$ cat config.mk
export PLATFORM = sky130hd
export DESIGN_NAME = adc_capture_ctrl
export DESIGN_NICKNAME = d
export VERILOG_FILES = /design/src/rtl/adc_capture_pkg.sv /design/src/rtl/capture_dwell_counter.sv /design/src/rtl/adc_capture_ctrl.sv
export SDC_FILE = /design/constraint.sdc
export NUM_CORES = 1
export LEC_CHECK = 0
export BUFFER_PORTS_ARGS = -buffer_cell sky130_fd_sc_hd__buf_2
export CAP_MARGIN = 30
export CORE_MARGIN = 5
export CORE_UTILIZATION = 45
export DETAILED_ROUTE_END_ITERATION = 12
export GPL_TIMING_DRIVEN = 0
export PLACE_DENSITY = 0.75
export SLEW_MARGIN = 20
export SYNTH_ARGS = -nofsm -noshare
export SYNTH_HDL_FRONTEND = slang
export SYNTH_HIERARCHICAL = 1
export SYNTH_SLANG_ARGS = --single-unit
export TNS_END_PERCENT = 30
$ cat constraint.sdc
create_clock -name adc_sampleclk -period 4.5 [get_ports adc_sampleclk]
set_input_delay 0.225 -clock adc_sampleclk [delete_from_list [all_inputs] [get_ports adc_sampleclk]]
set_output_delay 0.225 -clock adc_sampleclk [all_outputs]
set_load 0.1 [all_outputs]
$ cat src/rtl/adc_capture_pkg.sv
`default_nettype none
// ============================================================================
// Module      : adc_capture_pkg
// Description : Shared types and defaults for the ADC capture sequencer.
// Revision    : 1.0 - initial release
// ============================================================================
package adc_capture_pkg;

    // Default width of the shadowed dwell counts and the shared counter
    localparam int c_cnt_w      = 32;
    // Default number of cycles the FIFO arm pulse is held before presampling
    localparam int c_arm_settle = 4;

    // Sequencer states; the encoding is exported directly on state_o
    typedef enum logic [2:0] {
        ST_IDLE      = 3'd0,
        ST_SETTLE    = 3'd1,
        ST_PRESAMPLE = 3'd2,
        ST_WAIT_TRIG = 3'd3,
        ST_OFFSET    = 3'd4,
        ST_CAPTURE   = 3'd5,
        ST_DONE      = 3'd6
    } adc_state_e;

endpackage
`default_nettype wire

$ cat src/rtl/capture_dwell_counter.sv
`default_nettype none
// ============================================================================
// Module      : capture_dwell_counter
// Description : Loadable saturating down-counter with zero flag, shared by
//               every timed dwell of the capture sequencer.
// Revision    : 1.0 - initial release
// ============================================================================
module capture_dwell_counter #(
    parameter int CNT_W = 32
) (
    input  logic             clk,
    input  logic             rst,
    input  logic             i_load,
    input  logic [CNT_W-1:0] i_load_value,
    input  logic             i_enable,
    output logic             o_zero
);

    logic [CNT_W-1:0] r_count;

    // Load takes priority; otherwise count down and hold at zero (no wrap)
    always_ff @(posedge clk) begin
        if (rst) begin
            r_count <= '0;
        end else if (i_load) begin
            r_count <= i_load_value;
        end else if (i_enable && (r_count != '0)) begin
            r_count <= r_count - CNT_W'(1);
        end
    end

    assign o_zero = (r_count == '0);

endmodule
`default_nettype wire

$ cat src/rtl/adc_capture_ctrl.sv
`default_nettype none
// ============================================================================
// Module      : adc_capture_ctrl
// Description : Capture sequencer for the ADC FIFO: arm/settle, presample
//               fill, trigger wait with optional timeout, post-trigger
//               offset, capture and done handshake.
// Revision    : 1.0 - initial release
// ============================================================================
module adc_capture_ctrl
    import adc_capture_pkg::*;
#(
    parameter int CNT_W      = c_cnt_w,
    parameter int ARM_SETTLE = c_arm_settle
) (
    input  logic             adc_sampleclk,
    input  logic             reset_i,
    input  logic             arm_i,
    input  logic             abort_i,
    input  logic             trig_i,
    input  logic             stream_mode_i,
    input  logic [CNT_W-1:0] presample_i,
    input  logic [CNT_W-1:0] offset_i,
    input  logic [CNT_W-1:0] timeout_i,
    input  logic             capture_stop_i,
    output logic             arm_o,
    output logic             capture_go_o,
    output logic             capture_armed_o,
    output logic             busy_o,
    output logic             done_o,
    output logic             timed_out_o,
    output logic             overflow_o,
    output logic [2:0]       state_o
);

    // The counter is loaded with N-1 so that a dwell of N lasts exactly N
    // cycles and leaves on the zero flag; a dwell of 0 behaves like 1.
    localparam logic [CNT_W-1:0] c_settle_load =
        (ARM_SETTLE == 0) ? '0 : CNT_W'(ARM_SETTLE - 1);

    function automatic logic [CNT_W-1:0] dwell_load(input logic [CNT_W-1:0] n);
        return (n == '0) ? '0 : n - CNT_W'(1);
    endfunction

    adc_state_e       r_state;
    logic             r_trig_q;
    logic             r_arm_q;
    logic [CNT_W-1:0] r_presample;
    logic [CNT_W-1:0] r_offset;
    logic [CNT_W-1:0] r_timeout;
    logic             r_stream;
    logic             r_arm;
    logic             r_go;
    logic             r_armed;
    logic             r_busy;
    logic             r_done;
    logic             r_timed_out;
    logic             r_overflow;

    adc_state_e       w_nxt;
    adc_state_e       w_after_trig;
    logic             w_trig_edge;
    logic             w_arm_edge;
    logic             w_cnt_zero;
    logic             w_load;
    logic [CNT_W-1:0] w_load_value;
    logic             w_arm_start;
    logic             w_set_timeout;
    logic             w_set_overflow;

    assign w_trig_edge  = trig_i & ~r_trig_q;
    assign w_arm_edge   = arm_i & ~r_arm_q;
    assign w_after_trig = (r_offset == '0) ? ST_CAPTURE : ST_OFFSET;

    capture_dwell_counter #(
        .CNT_W (CNT_W)
    ) u_dwell (
        .clk          (adc_sampleclk),
        .rst          (reset_i),
        .i_load       (w_load),
        .i_load_value (w_load_value),
        .i_enable     (1'b1),
        .o_zero       (w_cnt_zero)
    );

    // Next-state decision with abort > trigger > timeout > dwell precedence,
    // plus the counter reload for whichever state is being entered
    always_comb begin
        w_nxt          = r_state;
        w_arm_start    = 1'b0;
        w_set_timeout  = 1'b0;
        w_set_overflow = 1'b0;
        if (abort_i) begin
            w_nxt = ST_IDLE;
        end else begin
            case (r_state)
                ST_IDLE: begin
                    if (w_arm_edge) begin
                        w_nxt       = ST_SETTLE;
                        w_arm_start = 1'b1;
                    end
                end
                ST_SETTLE:    if (w_cnt_zero) w_nxt = ST_PRESAMPLE;
                ST_PRESAMPLE: if (w_cnt_zero) w_nxt = ST_WAIT_TRIG;
                ST_WAIT_TRIG: begin
                    if (w_trig_edge) begin
                        w_nxt = w_after_trig;
                    end else if ((r_timeout != '0) && w_cnt_zero) begin
                        w_nxt         = w_after_trig;
                        w_set_timeout = 1'b1;
                    end
                end
                ST_OFFSET:    if (w_cnt_zero) w_nxt = ST_CAPTURE;
                ST_CAPTURE: begin
                    if (capture_stop_i) begin
                        w_nxt          = ST_DONE;
                        w_set_overflow = r_stream;
                    end else if (r_stream && !arm_i) begin
                        w_nxt = ST_DONE;
                    end
                end
                ST_DONE:      if (!arm_i) w_nxt = ST_IDLE;
                default:      w_nxt = ST_IDLE;
            endcase
        end

        w_load       = (w_nxt != r_state);
        w_load_value = '0;
        case (w_nxt)
            ST_SETTLE:    w_load_value = c_settle_load;
            ST_PRESAMPLE: w_load_value = dwell_load(r_presample);
            ST_WAIT_TRIG: w_load_value = r_timeout;
            ST_OFFSET:    w_load_value = dwell_load(r_offset);
            default:      w_load_value = '0;
        endcase
    end

    // State register, registered outputs decoded from the next state,
    // edge-detect history, shadow registers and sticky flags
    always_ff @(posedge adc_sampleclk) begin
        if (reset_i) begin
            r_state     <= ST_IDLE;
            r_trig_q    <= 1'b0;
            r_arm_q     <= 1'b0;
            r_presample <= '0;
            r_offset    <= '0;
            r_timeout   <= '0;
            r_stream    <= 1'b0;
            r_arm       <= 1'b0;
            r_go        <= 1'b0;
            r_armed     <= 1'b0;
            r_busy      <= 1'b0;
            r_done      <= 1'b0;
            r_timed_out <= 1'b0;
            r_overflow  <= 1'b0;
        end else begin
            r_trig_q <= trig_i;
            r_arm_q  <= arm_i;
            r_state  <= w_nxt;
            r_arm    <= (w_nxt != ST_IDLE);
            r_busy   <= (w_nxt != ST_IDLE);
            r_go     <= (w_nxt == ST_CAPTURE);
            r_armed  <= (w_nxt == ST_WAIT_TRIG);
            r_done   <= (w_nxt == ST_DONE) && (r_state != ST_DONE);
            if (w_arm_start) begin
                r_presample <= presample_i;
                r_offset    <= offset_i;
                r_timeout   <= timeout_i;
                r_stream    <= stream_mode_i;
                r_timed_out <= 1'b0;
                r_overflow  <= 1'b0;
            end
            if (w_set_timeout) begin
                r_timed_out <= 1'b1;
            end
            if (w_set_overflow) begin
                r_overflow <= 1'b1;
            end
        end
    end

    assign arm_o           = r_arm;
    assign capture_go_o    = r_go;
    assign capture_armed_o = r_armed;
    assign busy_o          = r_busy;
    assign done_o          = r_done;
    assign timed_out_o     = r_timed_out;
    assign overflow_o      = r_overflow;
    assign state_o         = r_state;

endmodule
`default_nettype wire

# After elaboration in Yosys (flattened, before gate mapping)

Index checks and enable logic that the tools add are counted.

Flip-flop bits (word level): 140
Bits of input ports: 103
Output and inout bits: 10
Word-level logic and storage cells: 79

Add/sub/neg operators: 3
Equality and inequality tests: 14
Mux-type cells: 30
Bitwise gates (word level): 4
Reduce and logical (&&, ||, !) cells: 14

Operators by type and width:

| kind                  | count |
|---|---|
| $mux 32               | 4 |
| $pmux 32 s4           | 1 |
| $logic_not 32->1      | 3 |
| $sub 32x1->32 const B | 3 |
| $reduce_bool 32->1    | 2 |
| $mux 3                | 10 |
| $pmux 3 s7            | 1 |
| $eq 3x3->1 const B    | 6 |
| $mux 1                | 14 |
| $eq 3x2->1 const B    | 4 |
| $eq 3x1->1 const B    | 2 |
| $reduce_bool 2->1     | 3 |
| $logic_and 1x1->1     | 3 |
| $logic_not 3->1       | 1 |
| $ne 3x3->1            | 1 |
| $ne 3x3->1 const B    | 1 |
| $reduce_bool 3->1     | 1 |
| $and 1x1->1           | 2 |
| $not 1->1             | 2 |
| $logic_not 1->1       | 1 |

# Logic depth before layout (Yosys ltp)

Gate-level depths: netlist (run 1).

Depth in word-level cells: 9
Depth in mapped cells: 18
Gate-level depth less buffers: 15

# Hierarchy

The synthesis (run 1) kept the hierarchy.

By module, submodules not included:

| module                | instances | cells an instance | area each (um2) | seq. area each (um2) |
|---|---|---|---|---|
| adc_capture_ctrl      | 1         | 786               | 5901.9          | 2162.1 |
| capture_dwell_counter | 1         | 246               | 2064.5          | 640.6 |

# Worst setup path after synthesis (run 1)

No wires, ideal clock.

Kind: register to register
Start point: register u_dwell.r_count[24]
End point: register u_dwell.r_count[8]
Setup time: 0.136 ns
Arrival: 3.943 ns
Data required time: 4.364 ns
Slack: 0.421 ns
Stages on the path, launching flop included: 17
Buffers on the path: 4
Clock period less this slack: 4.079 ns
Path through: dfxtp_1 > or4_4 > or3_4 > nor3_1 > clkbuf_1 > nor2_1 > a2111oi_0 > nand3_1 > o2bb2ai_1 > o21bai_1 > a221o_1 > clkbuf_1 > clkbuf_1 > clkbuf_1 > nor2_1 > nand3_1 > o211ai_1

Elaborated cells on any way between the ends: 18
Classes of those cells: eq/ne (5); mux (9); reduce/logical (4)

RTL lines:

| item                                                | line                        | RTL |
|---|---|---|
| start, declared                                     | capture_dwell_counter.sv:19 | `logic [CNT_W-1:0] r_count;` |
| start signal, assigned                              | capture_dwell_counter.sv:26 | `r_count <= i_load_value;` |
| start signal, assigned                              | capture_dwell_counter.sv:28 | `r_count <= r_count - CNT_W'(1);` |
| $logic_not 32->1 (*)                                | capture_dwell_counter.sv:32 | `assign o_zero = (r_count == '0);` |
| via w_cnt_zero                                      | adc_capture_ctrl.sv:63      | `logic w_cnt_zero;` |
| $logic_and 1x1->1                                   | adc_capture_ctrl.sv:107     | `end else if ((r_timeout != '0) && w_cnt_zero) begin` |
| $mux 3                                              | adc_capture_ctrl.sv:107     |  |
| $mux 3                                              | adc_capture_ctrl.sv:105     | `if (w_trig_edge) begin` |
| $pmux 3 s7 (*)                                      | adc_capture_ctrl.sv:95      | `case (r_state)` |
| $mux 3 (*)                                          | adc_capture_ctrl.sv:92      | `if (abort_i) begin` |
| $ne 3x3->1 (*)                                      | adc_capture_ctrl.sv:126     | `w_load = (w_nxt != r_state);` |
| via w_load                                          | adc_capture_ctrl.sv:64      | `logic w_load;` |
| $mux 32 / $reduce_bool 2->1 (equally long branches) | -                           |  |

Mark *: on every way through the listed nets, which the timed path passes. The rest lies on a longest branch.
A chain may end at the register's enable or synchronous reset.

# Worst setup path in the final report (run 1)

Start point: register u_dwell.r_count[24]
End point: register u_dwell.r_count[27]

Longest elaborated chain between the ends: 9
Elaborated cells on any way between the ends: 20
Classes of those cells: add/sub (1); eq/ne (5); mux (10); reduce/logical (4)

Ends and longest elaborated chain:

| item                                     | line                        | RTL |
|---|---|---|
| $logic_not 32->1 (*)                     | capture_dwell_counter.sv:32 |  |
| via w_cnt_zero                           | adc_capture_ctrl.sv:63      |  |
| $logic_and 1x1->1                        | adc_capture_ctrl.sv:107     |  |
| $mux 3                                   | adc_capture_ctrl.sv:107     |  |
| $mux 3                                   | adc_capture_ctrl.sv:105     |  |
| $pmux 3 s7 (*)                           | adc_capture_ctrl.sv:95      |  |
| $mux 3 (*)                               | adc_capture_ctrl.sv:92      |  |
| $eq 3x3->1, or another cell as far along | adc_capture_ctrl.sv:128     | `case (w_nxt)` |
| $pmux 32 s4 (*)                          | adc_capture_ctrl.sv:128     |  |
| via w_load_value[27]                     | adc_capture_ctrl.sv:65      | `logic [CNT_W-1:0] w_load_value;` |
| $mux 32 (*)                              | capture_dwell_counter.sv:25 | `end else if (i_load) begin` |

Mark *: on every way through the listed nets, which the timed path passes. The rest lies on a longest branch. The select of a mux whose other input is x is not followed.

==> summary.md, run 1 <==
| Metric | Value |
|---|---|
| Leak Pwr | 3.514 nW |
| Syn avg cell area | 7.719 sq um |
| Hold Path Stages | 3 |
| Commonest non-fill, non-tap cell in the layout | nand2_1 |
| Synthesis-to-finish area growth | 19.22% |
| Share of cells above drive strength 1 | 17.72% |
| Tcrit/Tclk final | 95.51% |
| Slew HR | 34.35% |
| Crit path capture type | flop |
| Synthesis-stage register bit count | 140 |
| Setup ws final | 202.0 ps |
| FF/Latch Area | 2803 sq um |
| Total number of vias | 8,260 |
| Row Count | 48 |
| First-pass DRT Iterations | 6 |
| Sequential-to-total area share from yosys stat | 35.18% |
| First-pass GRT wire length | 41.32 mm |
| Final Cell Area | 9498 sq um |
| Hold Path Sink | r_presample[31] |
| Total global-route track usage | 25.70% |
| Vias in the first global route | 7,719 |
| Clock slew at reported path FFs | 70 ps |
| H-tree depth | 4 |
| Core Area | 17,360 sq um |
| Wire per inst | 18.55 microns |
| DR vias/cell | 5.858 |
| Arrival time worst endpoint | 4590 ps |
| Hold_sp | presample_i[31] |
| Clock tree buffer depth | 2 |
| Num CTS Buffers | 17 |
| Synthesized instance count | 1,032 |
| Number of port buffers | 112 |
| N_diodes | 0 |
| Setup-failing EPs final | 0 |
| Pwr/cell area | 396.8 nW/um^2 |
| Primary FF master, synth | dfxtp_1 |
| Finished Layout Cells | 1,410 |
| Multi-input logic area | 4823 sq um |
| Largest net degree at the start of global routing | 17 |
| Most frequent cells in the layout | 230 x nand2_1, 140 x dfxtp_1, 119 x buf_2 |
| Initial antenna violation count | 0 |
| Remaining DRCs | 0 |
| Async SR Flop Fraction | 0% |
| Crit path from | u_dwell/r_count[24] |
| Final WL | 26.16 mm |
| CP Class | reg2reg |
| Nets | 1,279 |
| Placed Cells | 1,377 |
| DPL Wire Length | 20.35 mm |
| Post-synthesis cell type count | 73 |
| Tot Pwr | 0.003768 W |
| Die Area | 20,460 sq um |
| # fillers | 1,648 |
| Critical Path RT | 4790 ps |
| RR Endpoint | u_dwell/r_count[27] |
| Post-synth EDFFs | 0 |
| Outcome | finished clean |
| Skew final | 12.25 ps |
| Min Tclk post-route | 4298 ps |
| Worst-Margin Slew | 975.7 ps |
| Largest fanout on the critical path | 10 |
| Antenna-violating nets left | 0 |
| VDD IR max | 296.6 uV |
| Worst R2R Setup Slack | 200 ps |
| Synthesized cell area | 7966 sq um |
| RSZ-0062 raised after global routing | true |
| CP startpoint kind | flop |
| Reg2reg start | u_dwell/r_count[24] |
| Pre-CTS setup slack | -472.6 ps |
| Initial Util | 45.90% |
| Final Max Slew Viols | 0 |
| Final hold vios | 0 |
| IO Pins | 113 |
| GPL Wtd Cong | 0.9962 |
| F_max | 232.7 MHz |
| Skew-Pair Late Insertion Delay | 430 ps |
| CTS tree | yes |
| 1st-iter DRT viols | 781 |
| Final core occ | 54.72% |
| Reg2reg path depth | 16 |
| Synth Warn # | 6 |
| Hold Crit Class | in2reg |
| Remaining Overflow, GRT | 0 |
| Max Cap Viol | 0 |
| Clk root buf | clkbuf_16 |
| CTS sink cnt | 140 |
| Die width | 143.1 microns |
| Cell Area, Placed | 8846 sq um |
| Die Ht | 143.1 microns |
layer usage:
layer / part of all wire, % / track usage [%] / routed length, microns
met1: 41 / 32.78 / 10660
met2: 46 / 40.88 / 12060
met3: 8.1 / 5.425 / 2108
met4: 5.1 / 13.46 / 1324
met5: 0 / 0 / 0
synth_stat cells, drive strengths merged, types with 6 or more instances:
| cell | n | area [sq um] |
|---|---|---|
| nand2 | 230 | 863.3 |
| dfxtp | 140 | 2803 |
| a21oi | 106 | 530.5 |
| nor2 | 60 | 225.2 |
| clkbuf | 55 | 206.5 |
| xnor2 | 51 | 446.7 |
| nor3 | 48 | 245.2 |
| nor4 | 40 | 256.5 |
| inv | 22 | 82.58 |
| or4 | 20 | 168.9 |
| or3 | 18 | 117.6 |
| xor2 | 16 | 140.1 |
| a221o | 15 | 150.1 |
| buf | 14 | 125.1 |
| o21ai | 14 | 70.06 |
| o221ai | 14 | 196.4 |
| a211oi | 13 | 97.59 |
| a311oi | 12 | 130.1 |
| nand3 | 12 | 60.06 |
| or2 | 10 | 62.56 |
| nand4 | 9 | 56.30 |
| nor2b | 8 | 50.05 |
| nand2b | 7 | 43.79 |
| o31a | 7 | 61.31 |
| o31ai | 7 | 66.31 |
| a2111oi | 6 | 58.80 |
| and2 | 6 | 37.54 |
| nand3b | 6 | 45.04 |
| nor3b | 6 | 45.04 |
registers in the layout, indices dropped and copies added (netlist names):
| name | flops |
|---|---|
| timed_out_o | 1 |
| capture_go_o | 1 |
| busy_o | 1 |
| r_offset | 32 |
| r_arm_q | 1 |
| done_o | 1 |
| overflow_o | 1 |
| r_trig_q | 1 |
| u_dwell/r_count | 32 |
| state_o | 3 |
| r_stream | 1 |
| capture_armed_o | 1 |
| r_presample | 32 |
| r_timeout | 32 |
final cells by class:
cell class / count / area share [%]
Inverter: 22 / 0.8695
Timing Repair Buffer: 115 / 6.113
Tap cell: 225 / 2.964
Clock inverter: 14 / 1.607
Buffer: 68 / 3.531
Clock buffer: 18 / 4.624
Multi-Input combinational cell: 808 / 50.78
Sequential cell: 140 / 29.51
worst max-delay path, stage by stage, from the launching register on:
cell and delay, ps:
dfxtp_1 360, or4_4 580, or3_4 440, nor3_1 230, buf_2 270, nor2_1 70, a2111oi_0 400, nand3_1 140
buf_4 180, nor3b_1 160, and2_0 160, clkbuf_1 180, buf_2 250, a221o_1 390, mux2i_1 160, a41o_1 130
o21ai_1 60
worst max path at each step:
stage | depth (start not counted) | slack [ps] | end
floorplan | 16 | 420 | u_dwell/r_count[8]
global placement | 18 | -460 | u_dwell/r_count[8]
detailed placement | 18 | -470 | u_dwell/r_count[8]
CTS | 15 | 70 | u_dwell/r_count[27]
global route | 16 | -20 | u_dwell/r_count[27]
finish | 16 | 200 | u_dwell/r_count[27]
timing repair:
action,CTS,global route
gates resized for setup,6,12
hold buffers,0,0
setup endpoints to repair,32,32
cloned,0,0
pin swaps,0,1
setup buffers,0,2
cell families after synthesis:
kind of cell,count (synthesis),share of synthesized area (%)
buffers and inverters,91,5.199
other,1,0.04707
XOR/XNOR,67,7.366
AND/OR/NAND/NOR,499,30.56
adder cells (fa/ha/maj),4,0.6283
AO/OA/AOI/OAI,226,20.51
multiplexers,4,0.5026
flip-flops,140,35.18
where the power goes:
part           internal, W  switching [W]
Combinational     0.000362       0.000592
Clock             0.000797       0.000608
Sequential         0.00132      0.0000933
Total              0.00247        0.00129
through the flow:
step / hold WS, ps / TNS (ps)
after floorplan: 303.5 / 0
after global placement: 460.3 / -9648
after detailed placement: 468.1 / -10290
after CTS: 11.99 / 0
after global routing: 18.90 / -40.29
final: 22.58 / 0
Note: power is estimated with default switching activity, not from simulation.
==> inputs of run 2 (changes only) <==
Settings changed: RECOVER_POWER set to 100.
==> run 2 against run 1 <==
Compared with the run above:
- critical endpoint unchanged
- largest power group unchanged
- register-to-register slack is essentially flat
- maximum frequency shrank 0.23%
- utilization shrank 0.11 points
- highest routed layer unchanged
==> summary.md, run 2 (same netlist as run 1, synthesis figures left out) <==
| Metric | Value |
|---|---|
| Wire per inst | 18.53 microns (was 18.55 microns) |
| Pwr/cell area | 397.5 nW/um^2 (was 396.8 nW/um^2) |
| Final hold vios | 0 (unchanged) |
| First-pass GRT wire length | 41.32 mm (unchanged) |
| Antenna-violating nets left | 0 (unchanged) |
| Remaining DRCs | 0 (unchanged) |
| Clock tree buffer depth | 2 (unchanged) |
| Vias in the first global route | 7,719 (unchanged) |
| Initial antenna violation count | 0 (unchanged) |
| Min Tclk post-route | 4308 ps (was 4298 ps) |
| Commonest non-fill, non-tap cell in the layout | nand2_1 (unchanged) |
| CP Class | reg2reg (unchanged) |
| Critical path depth in cells | 16 (unchanged) |
| 1st-iter DRT viols | 875 (was 781) |
| Share of cells above drive strength 1 | 16.79% (was 17.72%) |
| Hold Crit Class | in2reg (unchanged) |
| Outcome | finished clean (unchanged) |
| Row Count | 48 (unchanged) |
| Max Cap Viol | 0 (unchanged) |
| Net Sw Frac | 34.34% (was 34.33%) |
| Reg2reg start | u_dwell/r_count[24] (unchanged) |
| DR vias/cell | 5.890 (was 5.858) |
| Worst Setup EP | u_dwell/r_count[27] (unchanged) |
| Core Area | 17,360 sq um (unchanged) |
| Clk root buf | clkbuf_16 (unchanged) |
| Total global-route track usage | 25.70% (unchanged) |
| Skew final | 11.79 ps (was 12.25 ps) |
| Remaining Overflow, GRT | 0 (unchanged) |
| Die Area | 20,460 sq um (unchanged) |
| CTS Hold Bufs | 0 (unchanged) |
| Number of port buffers | 112 (unchanged) |
| Skew-Pair Late Insertion Delay | 430 ps (about the same) |
| CTS tree | yes (unchanged) |
| Clock slew at reported path FFs | 70 ps (about the same) |
| VDD IR max | 294.6 uV (was 296.6 uV) |
| Largest fanout on the critical path | 10 (unchanged) |
| Most frequent cells in the layout | 230 x nand2_1, 140 x dfxtp_1, 109 x buf_2 (was 230 x nand2_1, 140 x dfxtp_1, 119 x buf_2) |
| Finished Layout Cells | 1,410 (unchanged) |
| RR Endpoint | u_dwell/r_count[27] (unchanged) |
| Comb pwr share | 25.3% (about the same) |
| N_diodes | 0 (unchanged) |
| H-tree depth | 4 (unchanged) |
| Setup-failing EPs final | 0 (unchanged) |
| F_max | 232.1 MHz (was 232.7 MHz) |
| Die width | 143.1 microns (unchanged) |
| Fin Hold WS | 23.73 ps (was 22.58 ps) |
| Total number of vias | 8,305 (was 8,260) |
| Placed Cells | 1,377 (unchanged) |
| CP max-delay cell | or4_4 (unchanged) |
| Synthesis-to-finish area growth | 18.99% (was 19.22%) |
| Arrival time worst endpoint | 4600 ps (was 4590 ps) |
| Final Max Slew Viols | 0 (unchanged) |
| Initial Util | 45.90% (unchanged) |
| CP top delay family | simple AND/OR/NAND/NOR gates (unchanged) |
| Critical-path cell list | or4_4 -> or3_4 -> nor3_1 -> buf_2 -> nor2_1 -> a2111oi_0 -> nand3_1 -> buf_4 -> nor3b_1 -> and2_0 -> clkbuf_1 -> buf_2 -> a221o_1 -> mux2i_1 -> a41o_1 -> o21ai_1 (unchanged) |
| Num CTS Buffers | 17 (unchanged) |
| Leak Pwr | 3.470 nW (was 3.514 nW) |
| First-pass DRT Iterations | 6 (unchanged) |
| RSZ-0062 raised after global routing | true (unchanged) |
| CP startpoint kind | flop (unchanged) |
| Crit path capture type | flop (unchanged) |
| P_sw | 0.001294 W (about the same) |
| Slew HR | 21.99% (was 34.35%) |
| Nets | 1,279 (unchanged) |
| GPL Wtd Cong | 0.9962 (unchanged) |
| Slowest cell delay on critical path | 580 ps (about the same) |
| CTS sink cnt | 140 (unchanged) |
| Worst-Margin Slew | 1175 ps (was 975.7 ps) |
| IO Pins | 113 (unchanged) |
| Final WL | 26.13 mm (was 26.16 mm) |
| Crit path from | u_dwell/r_count[24] (unchanged) |
| CP Buf/Inv Count | 4 (unchanged) |
| Tcrit/Tclk final | 95.73% (was 95.51%) |
| Worst R2R Setup Slack | 190 ps (was 200 ps) |
| Worst path most repeated cell | buf_2 (unchanged) |
| DPL Wire Length | 20.35 mm (unchanged) |
| Int Pwr | 0.002474 W (was 0.002475 W) |
| Sequential share of power | 37.4% (about the same) |
| Clock power frac | 37.3% (about the same) |
| Reg2reg path depth | 16 (unchanged) |
| Critical Path RT | 4790 ps (about the same) |
| Die Ht | 143.1 microns (unchanged) |
| Final core occ | 54.61% (was 54.72%) |
| Largest net degree at the start of global routing | 17 (unchanged) |
run 2: final cells by class:
class | count | area, sq um
inverter | 22 | 82.58
tap | 225 | 281.5
buffer | 68 | 335.3
clock buffer | 18 | 439.2
sequential | 140 | 2803
timing repair buffer | 115 | 568.0
multi-input combinational | 808 | 4817
fill | 1655 | 7878
clock inverter | 14 | 152.6
run 2: what timing repair did:
action                                  4_1_cts  5_1_grt
resized for setup                             6       12
pin swaps                                     0        1
buffers inserted                              0        2
endpoints found under the setup margin       32       32
run 2: how the worst min path moves through the flow:
stage,from,endpoint,slack [ps],cells after the start
after floorplan,abort_i,busy_o,300,1
after global placement,r_timeout[2],r_timeout[2],460,2
after detailed placement,r_timeout[2],r_timeout[2],470,2
after CTS,presample_i[31],r_presample[31],10,3
after global routing,presample_i[31],r_presample[31],20,3
final,presample_i[31],r_presample[31],20,3
run 2: power by group through the flow:
| stage | Clock [W] | Sequential (W) | Combinational (W) |
|---|---|---|---|
| after floorplan | 0 | 0.00141 | 0.000652 |
| after global placement | 0 | 0.00143 | 0.000912 |
| after detailed placement | 0 | 0.00143 | 0.000918 |
| after CTS | 0.00142 | 0.00140 | 0.000929 |
| after global routing | 0.00148 | 0.00142 | 0.00103 |
| final | 0.00140 | 0.00141 | 0.000953 |
run 2: metrics by stage:
stage	total power [W]	TNS, ps	worst slack (ps)	instance area (sq um)
floorplan	0.002063	0	421.5	7993
global placement	0.002338	-9648	-458.3	8835
detailed placement	0.002347	-10290	-472.6	8846
CTS	0.003753	0	66.18	9457
global route	0.003931	-40.49	-21.74	9479
finish	0.003768	0	192.0	9479
run 2: tightest hold or removal path: stages:
cell	delay, ps
buf_2	90
nand2_1	40
a21oi_1	50
run 2: layer usage:
| metal | track usage [%] | up-vias | wire length, microns |
|---|---|---|---|
| met5 | 0 | - | 0 |
| met4 | 13.46 | 0 | 1295 |
| met3 | 5.425 | 90 | 2061 |
| met2 | 40.88 | 397 | 12080 |
| met1 | 32.78 | 3828 | 10700 |
| li1 | - | 3990 | - |
==> inputs of run 3 (changes only) <==
Settings changed: SYNTH_HIERARCHICAL 1 to unset.
==> run 3 against run 2 <==
Compared with the run above:
- sequential power increased by 11%
- cell area shrank 0.20%
- combinational power grew to 3.5 times the previous value
- first-iteration DRC count fell by 28%
- utilization shrank 0.30 points
==> summary.md, run 3 <==
| Metric | Value |
|---|---|
| Outcome | finished clean (unchanged) |
| Slowest cell delay on critical path | 690 ps (was 580 ps) |
| Syn avg cell area | 7.722 sq um (was 7.719 sq um) |
| CP Buf/Inv Count | 5 (was 4) |
| # fillers | 1,660 (was 1,655) |
| 1st-iter DRT viols | 627 (was 875) |
| Largest fanout on the critical path | 10 (unchanged) |
| CTS sink cnt | 140 (unchanged) |
| Skew-Pair Late Insertion Delay | 430 ps (about the same) |
| Primary FF master, synth | dfxtp_1 (unchanged) |
| Die width | 143.7 microns (was 143.1 microns) |
| Async SR Flop Fraction | 0% (unchanged) |
| Die Area | 20,640 sq um (was 20,460 sq um) |
| Synth Warn # | 0 (was 6) |
| RSZ-0062 raised after global routing | true (unchanged) |
| Clk root buf | clkbuf_16 (unchanged) |
| First-pass DRT Iterations | 6 (unchanged) |
| F_max | 236.7 MHz (was 232.1 MHz) |
| Row Count | 48 (unchanged) |
| Final WL | 25.92 mm (was 26.13 mm) |
| Setup ws final | 275.6 ps (was 192.0 ps) |
| DPL Wire Length | 20.15 mm (was 20.35 mm) |
| Setup TNS | 0 ps (unchanged) |
| Compound-cell area share of the yosys netlist | 22.54% (was 20.51%) |
| Synthesized instance count | 1,041 (was 1,032) |
| Initial Util | 46.16% (was 45.90%) |
| CP top delay family | simple AND/OR/NAND/NOR gates (unchanged) |
| Share of cells above drive strength 1 | 16.57% (was 16.79%) |
| First-pass GRT wire length | 40.57 mm (was 41.32 mm) |
| Vias in the first global route | 7,725 (was 7,719) |
| Commonest non-fill, non-tap cell in the layout | nand2_1 (unchanged) |
| Most frequent cells in the layout | 269 x nand2_1, 140 x dfxtp_1, 112 x buf_2 (was 230 x nand2_1, 140 x dfxtp_1, 109 x buf_2) |
| Pwr/cell area | 668.2 nW/um^2 (was 397.5 nW/um^2) |
| Mux share of post-synthesis cell area | 0.2802% (was 0.5026%) |
| Number of port buffers | 111 (was 112) |
| Die Ht | 143.7 microns (was 143.1 microns) |
| Crit path capture type | flop (unchanged) |
| IO Pins | 113 (unchanged) |
| Final Max Slew Viols | 0 (unchanged) |
| Top cell type's share of synthesized area | 34.86% (was 35.18%) |
| Nets | 1,278 (was 1,279) |
| Setup-failing EPs final | 0 (unchanged) |
| Wire per inst | 18.41 microns (was 18.53 microns) |
| Sequential-to-total area share from yosys stat | 34.86% (was 35.18%) |
| Simple-Gate Fraction of Synth Area | 28.39% (was 30.56%) |
| Count leader, synth | nand2_1 (unchanged) |
| Worst-Margin Slew | 1187 ps (was 1175 ps) |
| Clock slew at reported path FFs | 60 ps (was 70 ps) |
| Yosys top cell by area | dfxtp_1 (unchanged) |
| Top cells by count, synth | 269 x nand2_1, 140 x dfxtp_1, 110 x a21oi_1 (was 230 x nand2_1, 140 x dfxtp_1, 106 x a21oi_1) |
| Post-Synth Adder-Cell Area | 0.6226% (was 0.6282%) |
| Largest net degree at the start of global routing | 17 (unchanged) |
| Finished Layout Cells | 1,408 (was 1,410) |
| Total global-route track usage | 25.14% (was 25.70%) |
| Tcrit/Tclk final | 93.88% (was 95.73%) |
| Final hold vios | 0 (unchanged) |
| Tot Pwr | 0.006321 W (was 0.003768 W) |
| Largest family of logic cells by synthesized area | simple AND/OR/NAND/NOR gates (unchanged) |
| N_diodes | 0 (unchanged) |
| Worst path most repeated cell | buf_2 (unchanged) |
| Initial antenna violation count | 0 (unchanged) |
| Total number of vias | 8,230 (was 8,305) |
| CP max-delay cell | a222oi_1 (was or4_4) |
| Post-synth EDFFs | 0 (unchanged) |
| Critical Path RT | 4790 ps (about the same) |
| Skew final | 6.472 ps (was 11.79 ps) |
| Max Cap Viol | 0 (unchanged) |
| Pre-CTS setup slack | 218.9 ps (was -472.6 ps) |
| Post-synthesis cell type count | 67 (was 73) |
| Synthesis-to-finish area growth | 17.68% (was 18.99%) |
| Antenna-violating nets left | 0 (unchanged) |
| Slew HR | 21.18% (was 21.99%) |
| Leak Pwr | 3.684 nW (was 3.470 nW) |
| Clock tree buffer depth | 2 (unchanged) |
| DR vias/cell | 5.845 (was 5.890) |
| Remaining DRCs | 0 (unchanged) |
| Synthesized cell area | 8039 sq um (was 7966 sq um) |
| Synthesis-stage register bit count | 140 (unchanged) |
| Min Tclk post-route | 4224 ps (was 4308 ps) |
| CP Class | reg2reg (unchanged) |
| Arrival time worst endpoint | 4510 ps (was 4600 ps) |
| Synth Net Count | 1,148 |
| Placed Cells | 1,377 (unchanged) |
| Num CTS Buffers | 17 (unchanged) |
| CTS resizes | 0 (was 6) |
| Critical-path cell list | inv_1 -> ha_1 -> or4b_1 -> buf_2 -> or4_1 -> buf_4 -> nor3_4 -> a31oi_1 -> buf_2 -> nand2b_1 -> nor3_2 -> buf_2 -> a222oi_1 -> a211oi_2 (was or4_4 -> or3_4 -> nor3_1 -> buf_2 -> nor2_1 -> a2111oi_0 -> nand3_1 -> buf_4 -> nor3b_1 -> and2_0 -> clkbuf_1 -> buf_2 -> a221o_1 -> mux2i_1 -> a41o_1 -> o21ai_1) |
| Core Area | 17,420 sq um (was 17,360 sq um) |
| Hold Crit Class | in2reg (unchanged) |
| Post CTS Setup Buffer Count | 0 (unchanged) |
| CP startpoint kind | flop (unchanged) |
| CTS tree | yes (unchanged) |
| Xor/xnor cell area share of the yosys netlist | 8.825% (was 7.366%) |
| CTS Hold Bufs | 0 (unchanged) |
| Synth area leaders | dfxtp_1 35%, nand2_1 13%, a21oi_1 6.8%, xor2_1 5.3%, a211oi_2 4.4% (was dfxtp_1 35%, nand2_1 11%, a21oi_1 6.7%, xnor2_1 5.6%, nor4_1 3.1%) |
| H-tree depth | 4 (unchanged) |
| Remaining Overflow, GRT | 0 (unchanged) |
| VDD IR max | 371.8 uV (was 294.6 uV) |
| GPL Wtd Cong | 0.9589 (was 0.9962) |
==> run 3: changes by cell type after synthesis, moves of 9 or more <==
cell | previous run | this run
xor2_1 | 16 | 49
a222oi_1 | 0 | 18
a211oi_2 | 0 | 28
or3_1 | 17 | 7
o221ai_2 | 9 | 0
xnor2_1 | 51 | 32
a211oi_1 | 13 | 22
nand2_1 | 230 | 269
inv_1 | 22 | 10
a221o_1 | 15 | 0
==> run 3: metal layers <==
| layer | vias to the layer above | wire length, microns | GRT usage (%) |
|---|---|---|---|
| li1 | 3984 | - | - |
| met5 | - | 0 | 0 |
| met1 | 3823 | 10670 | 32.22 |
| met2 | 346 | 11780 | 40.44 |
| met4 | 0 | 1113 | 11.05 |
| met3 | 77 | 2353 | 5.957 |
==> run 3: area by class of cell <==
cell class | count | area [sq um] | share of cell area [%]
Sequential cell | 140 | 2803 | 29.63
Clock buffer | 26 | 509.2 | 5.383
Timing Repair Buffer | 111 | 541.8 | 5.727
Inverter | 10 | 37.54 | 0.3968
Buffer | 69 | 322.8 | 3.412
Clock inverter | 5 | 81.33 | 0.8597
Multi-Input combinational cell | 822 | 4883 | 51.62
Tap cell | 225 | 281.5 | 2.976
==> run 3: worst paths after layout <==
path | start | to | slack [ps] | cells past startpoint
max | u_dwell.r_count[0] | u_dwell.r_count[6] | 280 | 14
min | trig_i | r_trig_q | 20 | 2
max reg2reg | u_dwell.r_count[0] | u_dwell.r_count[6] | 280 | 14
min reg2reg | r_timeout[29] | r_timeout[29] | 480 | 2
==> run 3: cells by family after synthesis <==
family,count (synthesis)
multiplexers,2
AO/OA/AOI/OAI,247
XOR/XNOR,81
AND/OR/NAND/NOR,488
buffers and inverters,79
flip-flops,140
adder cells (fa/ha/maj),4
==> run 3: stage by stage <==
| step | util (%) | hold slack, ps | area (sq um) |
|---|---|---|---|
| 3_3_place_gp | 50.96 | 451.2 | 8876 |
| 4_1_cts | 54.35 | 16.13 | 9467 |
| 6_report | 54.32 | 17.95 | 9460 |
| 2_1_floorplan | - | 353.2 | 8039 |
| 3_5_place_dp | 50.96 | 462.3 | 8876 |
| 5_1_grt | 54.32 | 30.63 | 9460 |
==> run 3: where the power goes <==
group	leakage (nW)	switching [W]	total (W)	internal (W)
clock network	0.287	0.000535	0.00142	0.000887
logic	2.26	0.00209	0.00334	0.00125
registers	1.14	0.000160	0.00156	0.00140
